===== src/rtl/rgb2gray_arbiter.sv =====
// rgb2gray_arbiter: round-robin sharing of one rgb2gray unit among several RGB streams, with in-order result steering
module rgb2gray_arbiter #(
  parameter int width_p        = 8,
  parameter int num_req_p      = 4,
  parameter int max_inflight_p = 4
) (
  input  logic                                 clk_i,
  input  logic                                 reset_i,
  input  logic [num_req_p-1:0]                 req_valid_i,
  output logic [num_req_p-1:0]                 req_ready_o,
  input  logic [num_req_p*3*width_p-1:0]       req_rgb_i,
  output logic [width_p-1:0]                   dp_red_o,
  output logic [width_p-1:0]                   dp_green_o,
  output logic [width_p-1:0]                   dp_blue_o,
  output logic                                 dp_valid_o,
  input  logic                                 dp_ready_i,
  input  logic [width_p-1:0]                   dp_gray_i,
  input  logic                                 dp_valid_i,
  output logic                                 dp_ready_o,
  output logic [num_req_p-1:0]                 resp_valid_o,
  input  logic [num_req_p-1:0]                 resp_ready_i,
  output logic [width_p-1:0]                   resp_gray_o,
  output logic [$clog2(max_inflight_p+1)-1:0]  inflight_o,
  output logic                                 err_o
);
  localparam int id_w  = $clog2(num_req_p);
  localparam int cw    = id_w + 1;
  localparam int ptr_w = max_inflight_p > 1 ? $clog2(max_inflight_p) : 1;
  localparam int cnt_w = $clog2(max_inflight_p + 1);
  localparam logic [0:0] arb_s  = 1'b0;
  localparam logic [0:0] hold_s = 1'b1;
  logic [0:0]       state_r;
  logic [id_w-1:0]  rr_r, grant_r, arb_idx, grant, head_id;
  logic [id_w-1:0]  tag_mem [max_inflight_p];
  logic [ptr_w-1:0] head_r, tail_r;
  logic [cnt_w-1:0] count_r;
  logic [cw-1:0]    cand;
  logic             arb_found, full, empty, issue, push, pop;
  // first valid requester at or after the rr pointer; scanning downward leaves the nearest one
  always_comb begin
    arb_found = 1'b0;
    arb_idx   = rr_r;
    cand      = '0;
    for (int i = num_req_p - 1; i >= 0; i--) begin
      cand = {1'b0, rr_r} + cw'(i);
      cand = cand >= cw'(num_req_p) ? cand - cw'(num_req_p) : cand;
      if (req_valid_i[cand[id_w-1:0]]) begin
        arb_found = 1'b1;
        arb_idx   = cand[id_w-1:0];
      end
    end
  end
  assign grant        = state_r == hold_s ? grant_r : arb_idx;
  assign full         = count_r == cnt_w'(max_inflight_p);
  assign empty        = count_r == '0;
  assign issue        = ~reset_i & ~full & (state_r == hold_s | arb_found);
  assign push         = issue & dp_ready_i;
  assign head_id      = tag_mem[head_r];
  assign pop          = ~reset_i & dp_valid_i & ~empty & resp_ready_i[head_id];
  assign dp_valid_o   = issue;
  assign {dp_red_o, dp_green_o, dp_blue_o} = req_rgb_i[grant*3*width_p +: 3*width_p];
  assign req_ready_o  = push ? num_req_p'(1'b1) << grant : '0;
  assign resp_valid_o = (~reset_i & dp_valid_i & ~empty) ? num_req_p'(1'b1) << head_id : '0;
  assign dp_ready_o   = ~reset_i & (empty ? dp_valid_i : resp_ready_i[head_id]);
  assign resp_gray_o  = dp_gray_i;
  assign inflight_o   = count_r;
  // grant FSM: a stalled issue freezes the grant until the datapath accepts it
  always_ff @(posedge clk_i) begin
    if (reset_i) begin
      state_r <= arb_s;
      rr_r    <= '0;
      grant_r <= '0;
    end else if (push) begin
      state_r <= arb_s;
      rr_r    <= grant == id_w'(num_req_p - 1) ? '0 : grant + 1'b1;
    end else if (issue) begin
      state_r <= hold_s;
      grant_r <= grant;
    end
  end
  // in-order tag FIFO recording the owner of every pixel inside the datapath
  always_ff @(posedge clk_i) begin
    if (reset_i) begin
      head_r  <= '0;
      tail_r  <= '0;
      count_r <= '0;
    end else begin
      if (push) tag_mem[tail_r] <= grant;
      tail_r  <= push ? tail_r + 1'b1 : tail_r;
      head_r  <= pop ? head_r + 1'b1 : head_r;
      count_r <= count_r + cnt_w'(push) - cnt_w'(pop);
    end
  end
  // sticky flag for an orphan result arriving with no owner recorded
  always_ff @(posedge clk_i) begin
    if (reset_i) err_o <= 1'b0;
    else err_o <= err_o | (dp_valid_i & empty);
  end
endmodule

===== config.mk =====
export PLATFORM = sky130hd
export DESIGN_NAME = rgb2gray_arbiter
export DESIGN_NICKNAME = d
export VERILOG_FILES = /design/src/rtl/rgb2gray_arbiter.sv
export SDC_FILE = /design/constraint.sdc
export NUM_CORES = 1
export LEC_CHECK = 0
export ABC_CLOCK_PERIOD_IN_PS = 3500
export BUFFER_PORTS_ARGS = -buffer_cell sky130_fd_sc_hd__buf_2
export CORE_MARGIN = 8
export CORE_UTILIZATION = 30
export CTS_CLUSTER_SIZE = 40
export DETAILED_ROUTE_END_ITERATION = 10
export PLACE_DENSITY = 0.57
export SYNTH_ARGS = -nofsm -noshare
export SYNTH_HDL_FRONTEND = slang
export SYNTH_SLANG_ARGS = --single-unit

===== constraint.sdc =====
create_clock -name clk_i -period 3.5 [get_ports clk_i]
set_input_delay 0.7 -clock clk_i [delete_from_list [all_inputs] [get_ports clk_i]]
set_output_delay 0.7 -clock clk_i [all_outputs]
set_load 0.03 [all_outputs]

After elaboration in Yosys (flattened, before gate mapping)
Memories as Yosys holds them, arrays and structs flattened. A register that Yosys moved wholly into a read port is not among the register bits.
Cells that the tools add are included.
- shifts and indexed selects: 3
- multiplexer cells: 32
- bitwise operators: 14
- order comparisons: 9
- $add $sub $neg: 12
- multiply operators: 1
- eq/ne operators: 2
- reductions and logical operators: 3
- operators by type and width (kind ; count):
    $shiftx A96 B8 Y24 ; 1
    $mux W2 ; 12
    $lt A2 B3 Y1 const B ; 5
    $mux W1 ; 13
    $bmux W1 S2 ; 5
    $ge A3 B3 Y1 const B ; 3
    $and A1 B1 Y1 ; 8
    $mux W4 ; 2
    $shl A1 B2 Y4 const A ; 2
    $sub A2 B1 Y2 const B ; 4
    $add A2 B1 Y2 const B ; 3
    $add A2 B2 Y3 const B ; 2
    $mul A2 B2 Y4 const B ; 1
    $not A1 Y1 ; 4
    $add A2 B1 Y3 const B ; 1
    $add A3 B1 Y3 ; 1
    $eq A3 B3 Y1 const B ; 1
    $ge A2 B3 Y1 const B ; 1
    $logic_not A3 Y1 ; 1
    $sub A3 B1 Y3 ; 1
    $eq A2 B2 Y1 const B ; 1
    $or A1 B1 Y1 ; 2
    $reduce_and A2 Y1 ; 1
    $reduce_or A2 Y1 ; 1
- word-level logic and storage cells: 84
- output and inout port bits: 46
- memories kept: 1
- bits in registers: 13
- RAM bits: 8
- bits of input ports: 116
- memory list (memory ; words ; bits a word ; rd ports ; clocked after Yosys merged registers in ; write ports ; line ; source):
    tag_mem ; 4 ; 2 ; 1 ; 1 ; 1 ; 34 ; logic [id_w-1:0] tag_mem [max_inflight_p];

Longest topological paths before layout
- word-level depth: 15
- gate-level depth with buffers: 12
- gate-level depth less buffers: 10

Worst setup path after synthesis
OpenSTA, ideal clock, no wires.
- kind: input to output
- from: input req_valid_i[1]
- to: output req_ready_o[2]
- path slack: 483 ps
- required time: 2800 ps
- path buffers: 2
- stages on the path: 8
- data arrival time: 2317 ps
- cells stage by stage: o21ai_1 a211o_1 clkbuf_1 a31oi_2 buf_2 inv_1 ha_1 and3_1
- elaborated cells on any way between the ends: 22
- classes of those cells: shift: 1; mux: 18; bitwise: 3
- RTL lines (item ; line ; source):
    start: declaration ; 9 ; input logic [num_req_p-1:0] req_valid_i,
    $bmux W1 S2 ; 47 ; if (req_valid_i[cand[id_w-1:0]]) begin
    $mux W1 (not written as such) ; 47 ;
    $mux W2 (3 in a row) ; 47 ;
    $mux W2 * ; 47 ;
    $mux W2 * ; 53 ; assign grant = state_r == hold_s ? grant_r : arb_idx;
    net grant[1] ; 33 ; logic [id_w-1:0] rr_r, grant_r, arb_idx, grant, head_id;
    $shl A1 B2 Y4 * ; 62 ; assign req_ready_o = push ? num_req_p'(1'b1) << grant : '0;
    $mux W4 * ; 62 ;
    end: declaration ; 10 ; output logic [num_req_p-1:0] req_ready_o,
Mark *: on every way through the listed nets, which the timed path passes. The rest lies on a longest branch. The select of a mux whose other input is x is not followed.

Worst setup path in the final report
- from: input req_valid_i[0]
- to: output dp_blue_o[6]
- word-level cells in the longest chain between the ends: 9
- elaborated cells on any way between the ends: 15
- classes of those cells: mul: 1; shift: 1; mux: 13
- RTL lines (item ; line ; source):
    $bmux W1 S2 ; 47 ;
    $mux W1 (not written as such) ; 47 ;
    $mux W2 (3 in a row) ; 47 ;
    $mux W2 * ; 47 ;
    $mux W2 * ; 53 ;
    $mul A2 B2 Y4 * ; 61 ; assign {dp_red_o, dp_green_o, dp_blue_o} = req_rgb_i[grant*3*width_p +: 3*width_p];
    $shiftx A96 B8 Y24 * ; 61 ;
    end: declaration ; 14 ; output logic [width_p-1:0] dp_blue_o,
Mark *: on every way between the ends. The rest lies on a longest branch, timed or not. The select of a mux whose other input is x is not followed.

==> flow_metrics.tcl <==
set metrics [dict create \
    synthMuxAreaShare_pct 3.66 \
    cts_tree "built" \
    synth_compound_area_share_pct 44.4 \
    powerDensity_nw_per_um2 434 \
    finalSetupViolations 0 \
    synth-main-ff-cell "dfxtp_1" \
    vias 3428 \
    fin_crit_sh_pct 93.9 \
    drt_iter0_drc 185 \
    report.final.slew_viol_count 0 \
    drt-met1-wl_mm 4.45 \
    crit_end "dp_blue_o[6]" \
    cts.sinks 23 \
    grt_remaining_overflow 0 \
    drtAntennaViolNets 0 \
    rows 35 \
    ys_seq_area_share_pct 19.7 \
    met2WireLength_mm 5.29 \
    antenna_cells 0 \
    r2r_cells 9 \
    synth-adder-area-share_pct 5.30 \
    max-cap-violations 0 \
    layout_commonest_cell "buf_2" \
    mostFrequentLayoutCells "buf_2 (145), inv_1 (34), a21oi_1 (31), o21ai_0 (26)" \
    synth.distinct_cells 43 \
    antenna_found_initial 0 \
    skew_ns 0.00207 \
    io_pins 162 \
    worstSetupStartpoint "req_valid_i[0]" \
    path_class "in -> out" \
    gr-usage-all-layers_pct 16.3 \
    dr.max_layer_used "met4" \
    syn_nets 492 \
    postSynthCellCount 365 \
    dp_hpwl_mm 7.72 \
    yosys.area_share.xor_xnor_pct 0.960 \
    yosysWarnings 0 \
    start_util_pct 30.2 \
    synth_top_family_by_area "compound AO/OA/AOI/OAI gates" \
    layout_min_cycle_time_ns 3.29 \
    synthesis.area_um2 2740 \
    grt_max_degree 51 \
    maxClockFrequency_mhz 304 \
    endpoint_kind "primary output" \
    tightest_slew_ns 1.21 \
    die_y_um 112 \
    vias_per_cell 5.77 \
    r2r_slack_ns 0.73 \
    hold_path_class "reg -> reg" \
    wl_met3_um 964 \
    hold_viol 0 \
    grt_pass1_vias 3548 \
    async_reset_ff_share_pct 0 \
    clkTransAtPathRegs_ns 0.08 \
    synth-edff-count 8 \
    worst_slack_ns 0.213 \
    route.detailed.drc 0 \
    place_ws_ns -0.225 \
    worstReg2RegEnd "inflight_o[1]" \
    yosys.area_share.simple_pct 13.4 \
    placedCellCount 586 \
    worstPathRequired_ns 2.80 \
    die_x_um 112 \
    grt_pass1_wl_mm 17.3 \
    routed_wl_mm 10.8 \
    drive_gt1_share_pct 37.1 \
    startpoint_type "primary input" \
    portBuffers 145 \
    core_um2 9060 \
    clockBufferDepth 2 \
    relSlewSlack_pct 19.3 \
    synth_area_per_cell_um2 7.50 \
    crit_path_max_fanout 9 \
    syn_to_final_growth_pct 33.0 \
    fin_setup_tns_ns 0 \
    clkLatencyLatePin_ns 0.26 \
    ys_ff_latch 23 \
    cts_htree_levels 1 \
    worstPathArrival_ns 2.59 \
    dieArea_um2 12400 \
    rsz0062_at_grt "false" \
    cts_made_buffers 3 \
    vdd_drop_max_mv 0.182 \
    hold_buffers 0 \
    fin_nets 611 \
    final_cells 594 \
    drt-wirelength-per-cell_um 18.3 \
    clockRootBuffer "clkbuf_8" \
    firstDrtPassIters 4 \
    p_leak_uw 0.00163 \
    status "complete, no violations" \
    gp_congestion 0.777 \
]
-- layout make-up --
cell class | instances | area (um2)
fill | 945 | 5420
inverter | 34 | 128
tap | 111 | 139
timing repair buffer | 161 | 858
clock buffer | 3 | 41.3
clock inverter | 1 | 5.00
multi-input combinational | 261 | 1930
sequential | 23 | 542
-- layer usage --
layer  vias up  global-route usage [%]
met2       180                    29.0
met1      1606                    18.6
met3        24                    4.76
met5         -                       0
li1       1618                       -
met4         0                    4.47
-- sequential cells by signal (all words and copies together), names as in the netlist, named ones only --
signal	count
rr_r	2
tail_r	2
state_r	1
tag_mem	8
inflight_o	3
grant_r	2
head_r	2
err_o	1
-- timing repair --
item / 4_1_cts / 5_1_grt
gates resized for setup: 1 / 3
setup buffers: 0 / 3
setup endpoints to repair: 9 / 16
pin swaps: 1 / 1
cloned: 1 / 0
-- worst max-delay path, cell delays in order --
cell and delay (ns):
buf_2 0.12, nor3b_2 0.50, a211oi_4 0.14, buf_4 0.20, o311ai_0 0.46, o211ai_1 0.16, o31a_1 0.13, buf_2 0.18
-- how the worst min path moves through the flow --
stage / from / endpoint / slack [ns] / cells past startpoint
after floorplan: head_r[1] / flop / 0.45 / 2
after global placement: err_o / err_o / 0.45 / 2
after detailed placement: err_o / err_o / 0.46 / 2
after CTS: err_o / err_o / 0.48 / 2
after global routing: err_o / err_o / 0.53 / 2
final: err_o / err_o / 0.47 / 2
-- stage by stage --
stage                     hold slack [ns]  instance area [um2]  util, %  total power (uW)
final                               0.474                 3640     40.2              1580
after global routing                0.532                 3640     40.2              1690
after CTS                           0.483                 3600     39.7              1590
after detailed placement            0.462                 3540     39.0              1420
after global placement              0.448                 3540     39.0              1410
after floorplan                     0.455                 2740        -              1110
-- power by group --
part	internal [uW]	switching [uW]	total, uW
Sequential	316	30.6	346
Combinational	398	676	1070
Clock	79.2	79.6	159
-- logic make-up after synthesis --
| family | Yosys count |
|---|---|
| buffers and inverters | 82 |
| AO/OA/AOI/OAI | 168 |
| AND/OR/NAND/NOR | 71 |
| XOR/XNOR | 3 |
| flip-flops | 23 |
| adder cells (fa/ha/maj) | 11 |
| multiplexers | 7 |
-- cells in the mapped netlist, types with 2 or more instances --
library cell	instances	area share [%]
clkbuf_1	35	4.8
inv_1	34	4.7
a21oi_1	31	5.7
o21ai_0	26	4.8
a22o_1	24	7.7
nand3_1	24	4.4
o211ai_1	24	6.6
o31a_1	24	7.7
o311ai_0	20	6.4
dfxtp_1	15	11
nor2_1	15	2.1
ha_1	10	4.6
and3_1	8	1.8
buf_4	8	2.2
edfxtp_1	8	8.8
nor2b_1	7	1.6
a211oi_1	4	1.1
mux2i_1	4	1.5
nand2_1	4	0.55
o311ai_1	4	1.3
and2_1	3	0.69
buf_2	3	0.55
nor3_1	3	0.55
o21bai_1	3	0.82
xnor2_1	3	0.96
buf_1	2	0.27
mux4_2	2	1.6
nor3b_1	2	0.55
(Power assumes the default switching activity.)
